$ cat src/rtl/uart_pkg.sv
// uart_pkg: shared definitions for the oversampling UART receiver.
//   state_t  - receiver frame state
//   DATA_W   - width of one received character
//   calc_div - clocks per oversampling tick, floor(clk/(baud*over)), never below 1
package uart_pkg;

  localparam int DATA_W = 8;

  typedef enum logic [2:0] {
    IDLE,
    START,
    DATA,
    PARITY,
    STOP,
    BREAK_WAIT
  } state_t;

  function automatic int calc_div(input int clk_freq, input int baud, input int over);
    int d;
    d = clk_freq / (baud * over);
    return (d < 1) ? 1 : d;
  endfunction

endpackage

$ cat src/rtl/uart_rx_os_if.sv
// uart_rx_os_if: received-byte handshake between the UART receiver and its consumer.
//   data_out     - received byte (receiver -> consumer)
//   valid_rx     - data_out holds an unconsumed byte
//   parity_error - parity status of the byte in data_out
//   stop_error   - stop bit was sampled low for the byte in data_out
//   data_ready   - consumer accepts data_out while valid_rx is high (consumer -> receiver)
interface uart_rx_os_if;
  import uart_pkg::*;

  logic [DATA_W-1:0] data_out;
  logic              valid_rx;
  logic              parity_error;
  logic              stop_error;
  logic              data_ready;

  modport master (
    output data_out, valid_rx, parity_error, stop_error,
    input  data_ready
  );

  modport slave (
    input  data_out, valid_rx, parity_error, stop_error,
    output data_ready
  );

endinterface

$ cat src/rtl/uart_os_tick.sv
// uart_os_tick: free-running divider producing the oversampling tick.
//   clk     - system clock
//   reset   - asynchronous active-low reset
//   os_tick - one clock high each time the counter wraps (every clock when DIV = 1)
module uart_os_tick #(
  parameter int DIV = 1
) (
  input  logic clk,
  input  logic reset,
  output logic os_tick
);

  localparam int            CW   = (DIV > 1) ? $clog2(DIV) : 1;
  localparam logic [CW-1:0] LAST = CW'(DIV - 1);

  logic [CW-1:0] cnt_q, cnt_d;

  always_comb begin
    os_tick = (cnt_q == LAST);
    cnt_d   = os_tick ? '0 : cnt_q + CW'(1);
  end

  always_ff @(posedge clk or negedge reset) begin
    if (!reset) cnt_q <= '0;
    else        cnt_q <= cnt_d;
  end

endmodule

$ cat src/rtl/uart_rx_os.sv
// uart_rx_os: UART receiver with 16x-style oversampling and a one-deep output register.
// Frame: start, 8 data bits LSB first, optional parity, 1 stop bit.
//   clk     - system clock
//   reset   - asynchronous active-low reset
//   rxd     - asynchronous serial input, idle high
//   rx_if   - received byte handshake (data_out/valid_rx/flags out, data_ready in)
//   overrun - one-clock pulse when a completed frame is dropped
//   busy    - high from start-edge detection until the receiver is idle again
module uart_rx_os
  import uart_pkg::*;
#(
  parameter int CLK_FREQ   = 50000000,
  parameter int BAUD_RATE  = 9600,
  parameter int OVER       = 16,
  parameter int PARITY_EN  = 1,
  parameter int PARITY_ODD = 0
) (
  input  logic           clk,
  input  logic           reset,
  input  logic           rxd,
  uart_rx_os_if.master   rx_if,
  output logic           overrun,
  output logic           busy
);

  localparam int             DIV     = calc_div(CLK_FREQ, BAUD_RATE, OVER);
  localparam int             SCW     = $clog2(OVER);
  localparam logic [SCW-1:0] SC_HALF = SCW'(OVER / 2 - 1);
  localparam logic [SCW-1:0] SC_LAST = SCW'(OVER - 1);
  localparam logic           ODD_BIT = (PARITY_ODD != 0);

  logic os_tick;

  uart_os_tick #(.DIV(DIV)) u_tick (
    .clk     (clk),
    .reset   (reset),
    .os_tick (os_tick)
  );

  logic              rx_meta_q, rx_s_q;
  state_t            state_q, state_d;
  logic [SCW-1:0]    sc_q, sc_d;
  logic [2:0]        idx_q, idx_d;
  logic [DATA_W-1:0] shift_q, shift_d;
  logic              fperr_q, fperr_d;
  logic              stop_bit_q, stop_bit_d;
  logic              stop_done_q, stop_done_d;
  logic [DATA_W-1:0] data_q, data_d;
  logic              valid_q, valid_d;
  logic              perr_q, perr_d;
  logic              serr_q, serr_d;
  logic              overrun_q, overrun_d;
  logic              busy_q, busy_d;

  always_comb begin
    state_d     = state_q;
    sc_d        = sc_q;
    idx_d       = idx_q;
    shift_d     = shift_q;
    fperr_d     = fperr_q;
    stop_bit_d  = stop_bit_q;
    stop_done_d = 1'b0;
    busy_d      = busy_q;
    data_d      = data_q;
    valid_d     = valid_q;
    perr_d      = perr_q;
    serr_d      = serr_q;
    overrun_d   = 1'b0;

    case (state_q)
      IDLE: begin
        if (!rx_s_q) begin
          state_d = START;
          sc_d    = '0;
          shift_d = '0;
          fperr_d = 1'b0;
          busy_d  = 1'b1;
        end
      end
      START: begin
        if (os_tick) begin
          if (sc_q == SC_HALF) begin
            // Mid-start sample high means the low level was a glitch.
            if (rx_s_q) begin
              state_d = IDLE;
              busy_d  = 1'b0;
            end else begin
              sc_d    = '0;
              idx_d   = '0;
              state_d = DATA;
            end
          end else begin
            sc_d = sc_q + SCW'(1);
          end
        end
      end
      DATA: begin
        if (os_tick) begin
          if (sc_q == SC_LAST) begin
            sc_d           = '0;
            shift_d[idx_q] = rx_s_q;
            if (idx_q == 3'd7) state_d = (PARITY_EN != 0) ? PARITY : STOP;
            else               idx_d   = idx_q + 3'd1;
          end else begin
            sc_d = sc_q + SCW'(1);
          end
        end
      end
      PARITY: begin
        if (os_tick) begin
          if (sc_q == SC_LAST) begin
            sc_d    = '0;
            fperr_d = ((^shift_q) ^ rx_s_q) != ODD_BIT;
            state_d = STOP;
          end else begin
            sc_d = sc_q + SCW'(1);
          end
        end
      end
      STOP: begin
        // The clock after the stop sample is the commit clock; leave STOP then.
        if (stop_done_q) begin
          state_d = stop_bit_q ? IDLE : BREAK_WAIT;
          busy_d  = ~stop_bit_q;
        end else if (os_tick) begin
          if (sc_q == SC_LAST) begin
            sc_d        = '0;
            stop_bit_d  = rx_s_q;
            stop_done_d = 1'b1;
          end else begin
            sc_d = sc_q + SCW'(1);
          end
        end
      end
      BREAK_WAIT: begin
        // A held-low line yields a single frame; wait for it to go idle.
        if (rx_s_q) begin
          state_d = IDLE;
          busy_d  = 1'b0;
        end
      end
      default: begin
        state_d = IDLE;
        busy_d  = 1'b0;
      end
    endcase

    // A commit may replace a byte being consumed in the same clock.
    if (stop_done_q) begin
      if (!valid_q || rx_if.data_ready) begin
        data_d  = shift_q;
        perr_d  = (PARITY_EN != 0) ? fperr_q : 1'b0;
        serr_d  = ~stop_bit_q;
        valid_d = 1'b1;
      end else begin
        overrun_d = 1'b1;
      end
    end else if (valid_q && rx_if.data_ready) begin
      valid_d = 1'b0;
    end
  end

  always_ff @(posedge clk or negedge reset) begin
    if (!reset) begin
      rx_meta_q   <= 1'b1;
      rx_s_q      <= 1'b1;
      state_q     <= IDLE;
      sc_q        <= '0;
      idx_q       <= '0;
      shift_q     <= '0;
      fperr_q     <= 1'b0;
      stop_bit_q  <= 1'b1;
      stop_done_q <= 1'b0;
      data_q      <= '0;
      valid_q     <= 1'b0;
      perr_q      <= 1'b0;
      serr_q      <= 1'b0;
      overrun_q   <= 1'b0;
      busy_q      <= 1'b0;
    end else begin
      rx_meta_q   <= rxd;
      rx_s_q      <= rx_meta_q;
      state_q     <= state_d;
      sc_q        <= sc_d;
      idx_q       <= idx_d;
      shift_q     <= shift_d;
      fperr_q     <= fperr_d;
      stop_bit_q  <= stop_bit_d;
      stop_done_q <= stop_done_d;
      data_q      <= data_d;
      valid_q     <= valid_d;
      perr_q      <= perr_d;
      serr_q      <= serr_d;
      overrun_q   <= overrun_d;
      busy_q      <= busy_d;
    end
  end

  assign rx_if.data_out     = data_q;
  assign rx_if.valid_rx     = valid_q;
  assign rx_if.parity_error = perr_q;
  assign rx_if.stop_error   = serr_q;
  assign overrun            = overrun_q;
  assign busy               = busy_q;

endmodule

$ cat src/flat_wrapper.sv
// flat-port wrapper written by rule: the top's interface ports become plain ports
module uart_rx_os_flat import uart_pkg::*;
#(
  parameter int CLK_FREQ   = 50000000,
  parameter int BAUD_RATE  = 9600,
  parameter int OVER       = 16,
  parameter int PARITY_EN  = 1,
  parameter int PARITY_ODD = 0
)
  (clk, reset, rxd, overrun, busy, rx_if_data_out, rx_if_valid_rx, rx_if_parity_error, rx_if_stop_error, rx_if_data_ready);
  uart_rx_os_if rx_if_i ();
  input  logic clk;
  input  logic reset;
  input  logic rxd;
  output logic overrun;
  output logic busy;
  output wire logic [$bits(rx_if_i.data_out)-1:0] rx_if_data_out;
  output wire logic [$bits(rx_if_i.valid_rx)-1:0] rx_if_valid_rx;
  output wire logic [$bits(rx_if_i.parity_error)-1:0] rx_if_parity_error;
  output wire logic [$bits(rx_if_i.stop_error)-1:0] rx_if_stop_error;
  input wire logic [$bits(rx_if_i.data_ready)-1:0] rx_if_data_ready;
  assign rx_if_data_out = rx_if_i.data_out;
  assign rx_if_valid_rx = rx_if_i.valid_rx;
  assign rx_if_parity_error = rx_if_i.parity_error;
  assign rx_if_stop_error = rx_if_i.stop_error;
  assign rx_if_i.data_ready = rx_if_data_ready;
  uart_rx_os #(.CLK_FREQ(CLK_FREQ), .BAUD_RATE(BAUD_RATE), .OVER(OVER), .PARITY_EN(PARITY_EN), .PARITY_ODD(PARITY_ODD)) u_core (.clk(clk), .reset(reset), .rxd(rxd), .rx_if(rx_if_i), .overrun(overrun), .busy(busy));
endmodule
$ cat config.mk
export PLATFORM = sky130hd
export DESIGN_NAME = uart_rx_os_flat
export DESIGN_NICKNAME = d
export VERILOG_FILES = /design/src/rtl/uart_pkg.sv /design/src/rtl/uart_rx_os_if.sv /design/src/rtl/uart_os_tick.sv /design/src/rtl/uart_rx_os.sv /design/src/flat_wrapper.sv
export SDC_FILE = /design/constraint.sdc
export NUM_CORES = 1
export LEC_CHECK = 0
export CAP_MARGIN = 20
export CORE_UTILIZATION = 60
export CTS_CLUSTER_DIAMETER = 150
export DETAILED_ROUTE_END_ITERATION = 10
export PLACE_DENSITY = 0.8
export SKIP_LAST_GASP = 1
export SYNTH_ARGS = -nofsm -noshare
export SYNTH_HDL_FRONTEND = slang
export SYNTH_SLANG_ARGS = --single-unit
$ cat constraint.sdc
create_clock -name clk -period 3 [get_ports clk]
set_input_delay 0.6 -clock clk [delete_from_list [all_inputs] [get_ports clk]]
set_output_delay 0.6 -clock clk [all_outputs]
set_load 0.01 [all_outputs]
* Yosys cells after proc, flatten, opt, wreduce, memory -nomap -nowiden
Cells that the tools add are included.
** Word-level totals
- Output and inout port bits :: 13
- Logic and storage cells :: 123
- Input bits :: 4
- Bits in registers :: 45
** Operators by class
- Order comparisons :: 2
- $add $sub $neg :: 3
- Bitwise operators :: 4
- Multiplexer cells :: 54
- Reduce and logical (&&, ||, !) cells :: 21
- Equal/unequal tests :: 23
** Operators by type and width (number)
- 3-bit 2-to-1 mux :: 17
- 4-bit 2-to-1 mux :: 6
- 8-bit 2-to-1 mux :: 3
- 1-bit 2-to-1 mux :: 18
- 2-bit by 1-bit != test with 1-bit output, second input constant :: 9
- 3-bit one-hot mux with 6 select lines :: 1
- 4-bit one-hot mux with 4 select lines :: 1
- 8-bit one-hot mux with 2 select lines :: 1
- 4-bit AND reduction :: 3
- 2-bit != test, second input constant :: 5
- 10-bit AND reduction :: 1
- 9-bit by 1-bit adder with 9-bit output, second input constant :: 1
- 3-bit equality test, second input constant :: 3
- 9-bit equality test, second input constant :: 1
- 9-bit 2-to-1 mux :: 1
- 8-bit bitwise mux :: 1
- 2-bit nonzero test :: 4
- 8-bit XOR reduction :: 1
- 7-bit AND reduction :: 1
- 3-bit by 2-bit equality test with 1-bit output, second input constant :: 2
- 3-bit one-hot mux with 2 select lines :: 1
- 1-bit one-hot mux with 5 select lines :: 1
- 5-bit AND reduction :: 1
- 4-bit by 1-bit adder with 4-bit output, second input constant :: 1
- other kinds (19) :: 23

* Longest topological paths before layout
Gate-level depths: netlist (run 1).
- Word-level depth :: 8
- Gate-level depth with buffers :: 8
- Depth with buffers taken out :: 7

* By module
From an unflattened synthesis (run 1), not the netlist that was laid out.
** Second synthesis, totals
- Cells, all modules :: 225
- Area total of the unflattened synthesis :: 2259.7 um2
** By module, submodules not included
- uart_rx_os :: seq. area each 904.6 um2, times used 1, cells each 184, area an instance 1835.5 um2
- uart_os_tick :: seq. area each 225.2 um2, times used 1, cells each 41, area an instance 424.2 um2

* Worst setup path after synthesis (run 1)
OpenSTA, ideal clock, no wires.
- Path type :: register to register
- From :: register u_core.u_tick.cnt_q[0]
- To :: register u_core.idx_q[0]
- Library setup time :: 0.125 ns
- Required time :: 2.875 ns
- Period minus slack after synthesis :: 1.926 ns
- Path slack :: 1.074 ns
- Cell stages (with the launch flop) :: 8
- Path buffers :: 0
- Arrival :: 1.801 ns
- Path through :: dfrtp_1 inv_1 ha_1 and4bb_2 and4_1 nor2_1 or3_4 mux2_4
** On the way
- Longest elaborated chain between the ends :: 3
- Elaborated cells on any way between the ends :: 4
- Classes of those cells :: eq/ne (3); reduce/logical (1)
** Ends and longest elaborated chain
- start: declaration :: RTL line uart_os_tick.sv:16 : logic [CW-1:0] cnt_q, cnt_d;
- start signal: assignment :: RTL line uart_os_tick.sv:25 : else cnt_q <= cnt_d;
- 9-bit equality test * :: RTL line uart_os_tick.sv:19 : os_tick = (cnt_q == LAST);
- 2-bit by 1-bit != test with 1-bit output (no line)
- 7-bit AND reduction (no line) *
- end signal: assignment :: RTL line uart_rx_os.sv:185 : idx_q <= idx_d;
- end: declaration :: RTL line uart_rx_os.sv:43 : logic [2:0] idx_q, idx_d;
Every way passes the cells marked *; elsewhere a longest branch is shown, timed or not.
A chain may end at the register's enable or synchronous reset.

* Final worst setup path (run 1)
- From :: register u_core.state_q[2]
- To :: register u_core.idx_q[0]
** On the way
- Longest elaborated chain between the ends :: 3
- Elaborated cells on any way between the ends :: 11
- Classes of those cells :: eq/ne (8); mux (1); reduce/logical (2)
** Ends and longest elaborated chain
- start: declaration :: RTL line uart_rx_os.sv:41 : state_t state_q, state_d;
- start signal: assignment :: RTL line uart_rx_os.sv:183 : state_q <= state_d;
- 3-bit by 2-bit equality test with 1-bit output / 3-bit by 1-bit equality test with 1-bit output (equally long branches) :: RTL line uart_rx_os.sv:70 : case (state_q)
- 2-bit != test (no line), or another cell as far along
- 7-bit AND reduction (no line)
Several ways; a longest one is shown, not always the timed one.

==> impl_metrics.csv, run 1 <==
group,metric,value,unit
logic_synthesis,seq_area_frac_synth,48.47,%
logic_synthesis,synth_edf_count,0,
worst_hold_path,hold_class,"in -> async",
power_and_ir_drop,power_density,395.8,mW/mm2
logic_synthesis,synthesis.nets,244,
timing,maxSlewViolCount,0,
drt,wl_met1,2093,um
timing,finalCritPeriodShare,75.89,%
worst_setup_path,arrival,2.46,ns
drt,top_layer_used,"met4",
cells_and_area,drive_gt1_share,11.20,%
timing,rsz0062_at_grt,"no",
clocking,cts_root_buf,"clkbuf_8",
worst_setup_path,r2r_start,"u_core.state_q[2]",
logic_synthesis,async_flop_share,100.0,%
logic_synthesis,synth_top_cell_area_share,45.09,%
power_and_ir_drop,total_power,1.040,mW
drt,viasPerCell,5.923,
timing,fmax,439.2,MHz
worst_setup_path,critPathLaunch,"u_core.state_q[2]",
cells_and_area,layout.area.seq,0.001130,mm2
global_route,antenna_found_initial,0,
timing,hold_violations,0,
drt,first_iter_violations,142,
worst_setup_path,crit_path_max_fanout,23,
power_and_ir_drop,p_leak,1.178,nW
drt,drtAntennaViolNets,0,
placement,place_inst,289,
logic_synthesis,syn-cell-area,0.002331,mm2
die,io_pins,17,
die,core.rowCount,22,
logic_synthesis,synth_area_leaders,"dfrtp_1, o21ai_0, xnor2_1",
clocking,cts-hold-fix-buffers,0,
outcome,outcome,"finished, final reports clean",
global_route,grt_pass1_wl,7866,um
cells_and_area,layout.cells.non_filler,298,
timing,max_slew_margin,51.56,%
cells_and_area,fillCellCount,296,
clocking,cts_tree,"built",
logic_synthesis,ys_ff_latch,45,
drt,vias,1765,
logic_synthesis,synth_flop_cell,"dfrtp_1",
clocking,cts_inserted_buffers,5,
cells_and_area,diodes,0,
clocking,cts_resized,0,
logic_synthesis,yosysWarnings,0,
clocking,clkSinkCount,45,
job,maxCapViolations,0,
cells_and_area,area_growth,12.72,%
drt,wl_met3,249,um
drt,drcViolationCount,0,
logic_synthesis,syn_area_per_cell,9.919,um2
drt,wire_per_inst,14.77,um
clocking,path_clk_slew,0.08,ns
cells_and_area,fin_nets,258,
logic_synthesis,synth.distinct_cells,46,
worst_setup_path,endpoint_kind,"flip-flop",
die,die_width,64.33,um
die,initial_core_util,63.20,%
placement,place.gp.congestion,0.8505,
power_and_ir_drop,peakVddDrop,0.0002729,V
timing,finalWorstPathRequiredPeriod,2.277,ns
timing,tightest_slew,0.7250,ns
cells_and_area,multiInputGateArea,0.001131,mm2
timing,final-setup-viol-count,0,
logic_synthesis,synth_area_leader_cell,"dfrtp_1",
worst_setup_path,path_class,"reg -> reg",
die,dieHeight,64.33,um
global_route,overflow,0,
die,die-area,0.004138,mm2
clocking,clk_latency,0.30,ns
drt,dr.pass1.iters,4,
logic_synthesis,synthCells,235,
drt,finalWirelength,4401,um
placement,numPortBuffers,16,
global_route,grt_pass1_vias,1634,
clocking,post-cts-setup-buffers,0,
worst_setup_path,reg2regPathDepth,4,
clocking,ctsLongestPathBuffers,2,
timing,fin_skew,0.002927,ns
worst_setup_path,worstPathRequired,3.19,ns
timing,final.setup.tns,0,ns
worst_setup_path,cp-start-kind,"flip-flop",
global_route,grt_use_total,24.74,%
die,core-area,0.003689,mm2
global_route,grt_max_degree,46,
placement,dp_hpwl,3167,um
clocking,cts_htree_levels,2,
drt,met2_length,1999,um
worst_setup_path,r2r_slack,0.72,ns
[through the flow]
| stage | setup WS (ns) | cell area [um2] | util (%) | hold slack [ns] |
|---|---|---|---|---|
| floorplan | 1.074 | 2331 | - | 0.3044 |
| global placement | 0.8612 | 2506 | 67.94 | 0.3471 |
| detailed placement | 0.7728 | 2506 | 67.94 | 0.3469 |
| CTS | 0.7544 | 2608 | 70.69 | 0.3586 |
| global route | 0.6136 | 2628 | 71.23 | 0.1559 |
| finish | 0.7233 | 2628 | 71.23 | 0.1446 |
[logic make-up after synthesis]
group	after synthesis	share of synthesized area (%)
DFF	45	48.47
xor gates and xnor gates	17	6.388
adders and majority gates	5	2.684
buffers and inverters	18	3.006
muxes	16	7.622
and+or+nand+nor	81	17.39
AOI/OAI and AO/OA	53	14.44
[metal layers]
metal,GRT usage [%],up-vias
met4,7.500,0
met2,37.37,67
li1,-,865
met5,0,-
met3,4.821,7
met1,35.96,826
[cells in the mapped netlist (2+ instances only)]
master,number
nand2b_1,2
xor2_1,3
and4bb_2,2
mux2_2,10
ha_1,5
a31oi_1,4
o211ai_1,2
or3b_1,2
and2_1,3
nand2_1,25
clkbuf_1,7
or3_1,2
inv_1,8
dfrtp_1,42
o21a_1,2
o31ai_1,3
mux2i_1,5
dfstp_2,3
a21oi_1,2
nor2_1,24
and3_1,4
nor3_1,4
xnor2_1,14
a211oi_1,2
nand3_1,6
o21ai_0,27
a2bb2oi_1,2
buf_2,2
[registers in the layout, indices dropped and copies added, names as in the netlist, 3 cells and up]
| signal | cells |
|---|---|
| u_core.idx_q | 3 |
| u_core.shift_q | 8 |
| u_core.u_tick.cnt_q | 9 |
| u_core.rx_if.data_out | 8 |
| u_core.state_q | 3 |
| u_core.sc_q | 4 |
[cell usage in the layout, fill, tap and decap left out, drive strengths merged, types with 3 or more instances in the layout]
cell type,count
inv,8
and3,4
mux2,11
nor2,24
xor2,3
a31oi,4
nand2,25
o21ai,27
and2,3
ha,5
clkbuf,7
nand3,7
o31ai,3
nor3,4
dfstp,3
clkdlybuf4s50,15
or3,3
mux2i,5
dfrtp,42
xnor2,14
[final timing paths]
check | endpoint
worst max register to register | u_core.idx_q[0]
worst min register to register | u_core.rx_s_q
min in group clk | u_core.rx_s_q
worst min-delay path | u_core.u_tick.cnt_q[5]
max in group asynchronous | u_core.rx_s_q
worst max-delay path | u_core.idx_q[0]
[worst max-delay path, cell delays in order (launching register included)]
cell and delay, ns:
dfrtp_1 0.63, nor3b_1 0.71, a2bb2oi_1 0.14, or3_4 0.38, mux2_4 0.30
[cell type report]
cell class | instances | area share, %
flip-flops and latches | 45 | 43.00
repair buffers | 17 | 6.667
clock buffers | 7 | 3.667
well taps | 48 | 2.286
inverters | 8 | 1.143
multi-input cells | 172 | 43.05
clock inverters | 1 | 0.1905
[report_power, final]
group / internal [mW] / switching (mW) / leakage, nW
registers: 0.608 / 0.00158 / 0.593
clock network: 0.208 / 0.198 / 0.0542
logic: 0.00824 / 0.0153 / 0.530
total: 0.825 / 0.215 / 1.18
Power figures use the tool's default switching activity.
==> inputs of run 2 (changes only) <==
--- a/config.mk
+++ b/config.mk
@@ -6,10 +6,10 @@
 export NUM_CORES = 1
 export LEC_CHECK = 0
 export CAP_MARGIN = 20
-export CORE_UTILIZATION = 60
+export CORE_UTILIZATION = 52
 export CTS_CLUSTER_DIAMETER = 150
 export DETAILED_ROUTE_END_ITERATION = 10
-export PLACE_DENSITY = 0.8
+export PLACE_DENSITY = 0.74
 export SKIP_LAST_GASP = 1
 export SYNTH_ARGS = -nofsm -noshare
 export SYNTH_HDL_FRONTEND = slang
==> constraint.sdc (replaced) <==
create_clock -name clk -period 2 [get_ports clk]
set_input_delay 0.4 -clock clk [delete_from_list [all_inputs] [get_ports clk]]
set_output_delay 0.4 -clock clk [all_outputs]
set_load 0.01 [all_outputs]
==> impl_metrics.csv, run 2 (synthesis gave the netlist of run 1 again) <==
group,metric,value,unit
clocking,cts_tree,"built",
timing,fmax,509.2,MHz
cells_and_area,drive_gt1_share,17.60,%
worst_setup_path,arrival,2.16,ns
placement,placed_area,0.002644,mm2
worst_setup_path,critPathLaunch,"u_core.u_tick.cnt_q[1]",
die,die-area,0.004754,mm2
cells_and_area,largest-register,"u_core.u_tick.cnt_q",
cells_and_area,layout_common_cells,"dfrtp_1, o21ai_0, nand2_1",
clocking,path_clk_slew,0.08,ns
cells_and_area,final_area,0.002743,mm2
timing,tightest_slew,0.5239,ns
worst_setup_path,crit_chain,"inv_1 > ha_1 > and4bb_2 > and4_4 > nor2_1 > or3_4 > mux2_4",
cells_and_area,final_common_cell,"dfrtp_1",
clocking,post-cts-setup-buffers,0,
timing,finalWorstPathRequiredPeriod,1.964,ns
power_and_ir_drop,power_density,556.1,mW/mm2
power_and_ir_drop,peakVddDrop,0.0003081,V
timing,whs,0.05289,ns
die,die_width,68.95,um
job,maxCapViolations,0,
worst_setup_path,crit_buf_inv,1,
worst_setup_path,crit_slowest_cell,"dfrtp_1",
drt,drcViolationCount,0,
cells_and_area,diodes,0,
placement,numPortBuffers,16,
timing,final-setup-viol-count,0,
global_route,grt_pass1_wl,7700,um
timing,maxSlewViolCount,0,
timing,max_slew_margin,65.08,%
clocking,cts_root_buf,"clkbuf_8",
timing,finalCritPeriodShare,98.19,%
timing,rsz0062_at_grt,"yes",
clocking,clkSinkCount,45,
die,io_pins,17,
worst_setup_path,cp-start-kind,"flip-flop",
worst_setup_path,path_class,"reg -> reg",
global_route,grt_max_degree,24,
power_and_ir_drop,p_leak,1.250,nW
clocking,cts_htree_levels,2,
cells_and_area,final_util,66.18,%
die,dieHeight,68.95,um
drt,finalWirelength,4710,um
timing,hold_violations,0,
placement,place_ws,0.01670,ns
die,initial_core_util,56.25,%
worst_setup_path,max_stage_delay,0.40,ns
die,core.rowCount,23,
global_route,grt_pass1_vias,1671,
clocking,cts_inserted_buffers,5,
worst_setup_path,crit_family,"simple AND/OR/NAND/NOR gates",
clocking,clk_latency,0.31,ns
outcome,outcome,"finished, final reports clean",
cells_and_area,largest_reg_flops,9,
drt,dr.pass1.iters,5,
worst_setup_path,r2r_start,"u_core.u_tick.cnt_q[1]",
worst_setup_path,crit_path_max_fanout,6,
clocking,ctsLongestPathBuffers,2,
drt,viasPerCell,5.817,
global_route,grt_use_total,22.56,%
drt,wire_per_inst,14.86,um
placement,place.gp.congestion,0.9277,
placement,dp_hpwl,3501,um
drt,drtAntennaViolNets,0,
worst_setup_path,worstPathRequired,2.20,ns
timing,setup_slack,0.03620,ns
cells_and_area,area_growth,17.66,%
timing,final.setup.tns,0,ns
worst_setup_path,endpoint_kind,"flip-flop",
drt,first_iter_violations,68,
global_route,overflow,0,
global_route,antenna_found_initial,0,
drt,vias,1844,
die,core-area,0.004144,mm2
worst_hold_path,hold_class,"in -> async",
cells_and_area,fin_nets,275,
timing,fin_skew,0.003661,ns
## run 2: changes by cell type in the layout (fill, tap and decap cells not counted)
cell / delta
a2111oi_0: -1
a2111oi_2: +1
and4_1: -1
and4_4: +1
buf_12: -1
buf_4: +18
clkbuf_8: -2
clkinvlp_4: +1
inv_6: +1
## run 2: cell type report
type,instances,area [um2]
fill,359,1401
multi-input combinational,172,1140
sequential,45,1130
timing repair buffer,34,290.3
clock buffer,5,68.82
tap,50,62.56
inverter,8,30.03
clock inverter,3,21.27
## run 2: layer usage
| layer | GRT usage (%) | vias to the layer above | part of all wire [%] | routed length (um) |
|---|---|---|---|---|
| met4 | 7.653 | 0 | 1.4 | 68 |
| met2 | 34.22 | 63 | 45 | 2103 |
| li1 | - | 892 | - | - |
| met3 | 5.099 | 7 | 5.9 | 276 |
| met1 | 31.60 | 882 | 48 | 2261 |
| met5 | 0 | - | 0 | 0 |
## run 2: report_power, final
group / internal [mW] / switching (mW)
registers: 0.913 / 0.00253
logic: 0.0121 / 0.0237
clock network: 0.248 / 0.326
total: 1.17 / 0.352
## run 2: timing repair
action / 4_1_cts / 5_1_grt
hold buffers: 0 / 0
resized for setup: 1 / 2
pin swaps: 0 / 3
endpoints found under the setup margin: 1 / 5
## run 2: final timing paths
kind | cells past startpoint | slack (ns) | endpoint
max | 7 | 0.04 | u_core.idx_q[0]
min | 1 | 0.05 | u_core.u_tick.cnt_q[3]
max reg2reg | 7 | 0.04 | u_core.idx_q[0]
min reg2reg | 0 | 0.36 | u_core.rx_s_q
max in group asynchronous | 2 | 1.31 | u_core.rx_s_q
min in group clk | 0 | 0.36 | u_core.rx_s_q
## run 2: worst register-to-register path: stages (launching register included)
cell      delay (ns)
dfrtp_1         0.40
inv_1           0.06
ha_1            0.12
and4bb_2        0.31
and4_4          0.24
nor2_1          0.04
or3_4           0.37
mux2_4          0.30
## run 2: through the flow
| stage | cells | power, mW |
|---|---|---|
| after floorplan | 235 | 0.9401 |
| after global placement | 309 | 0.9702 |
| after detailed placement | 309 | 0.9704 |
| after CTS | 317 | 1.538 |
| after global routing | 317 | 1.582 |
| final | 317 | 1.525 |
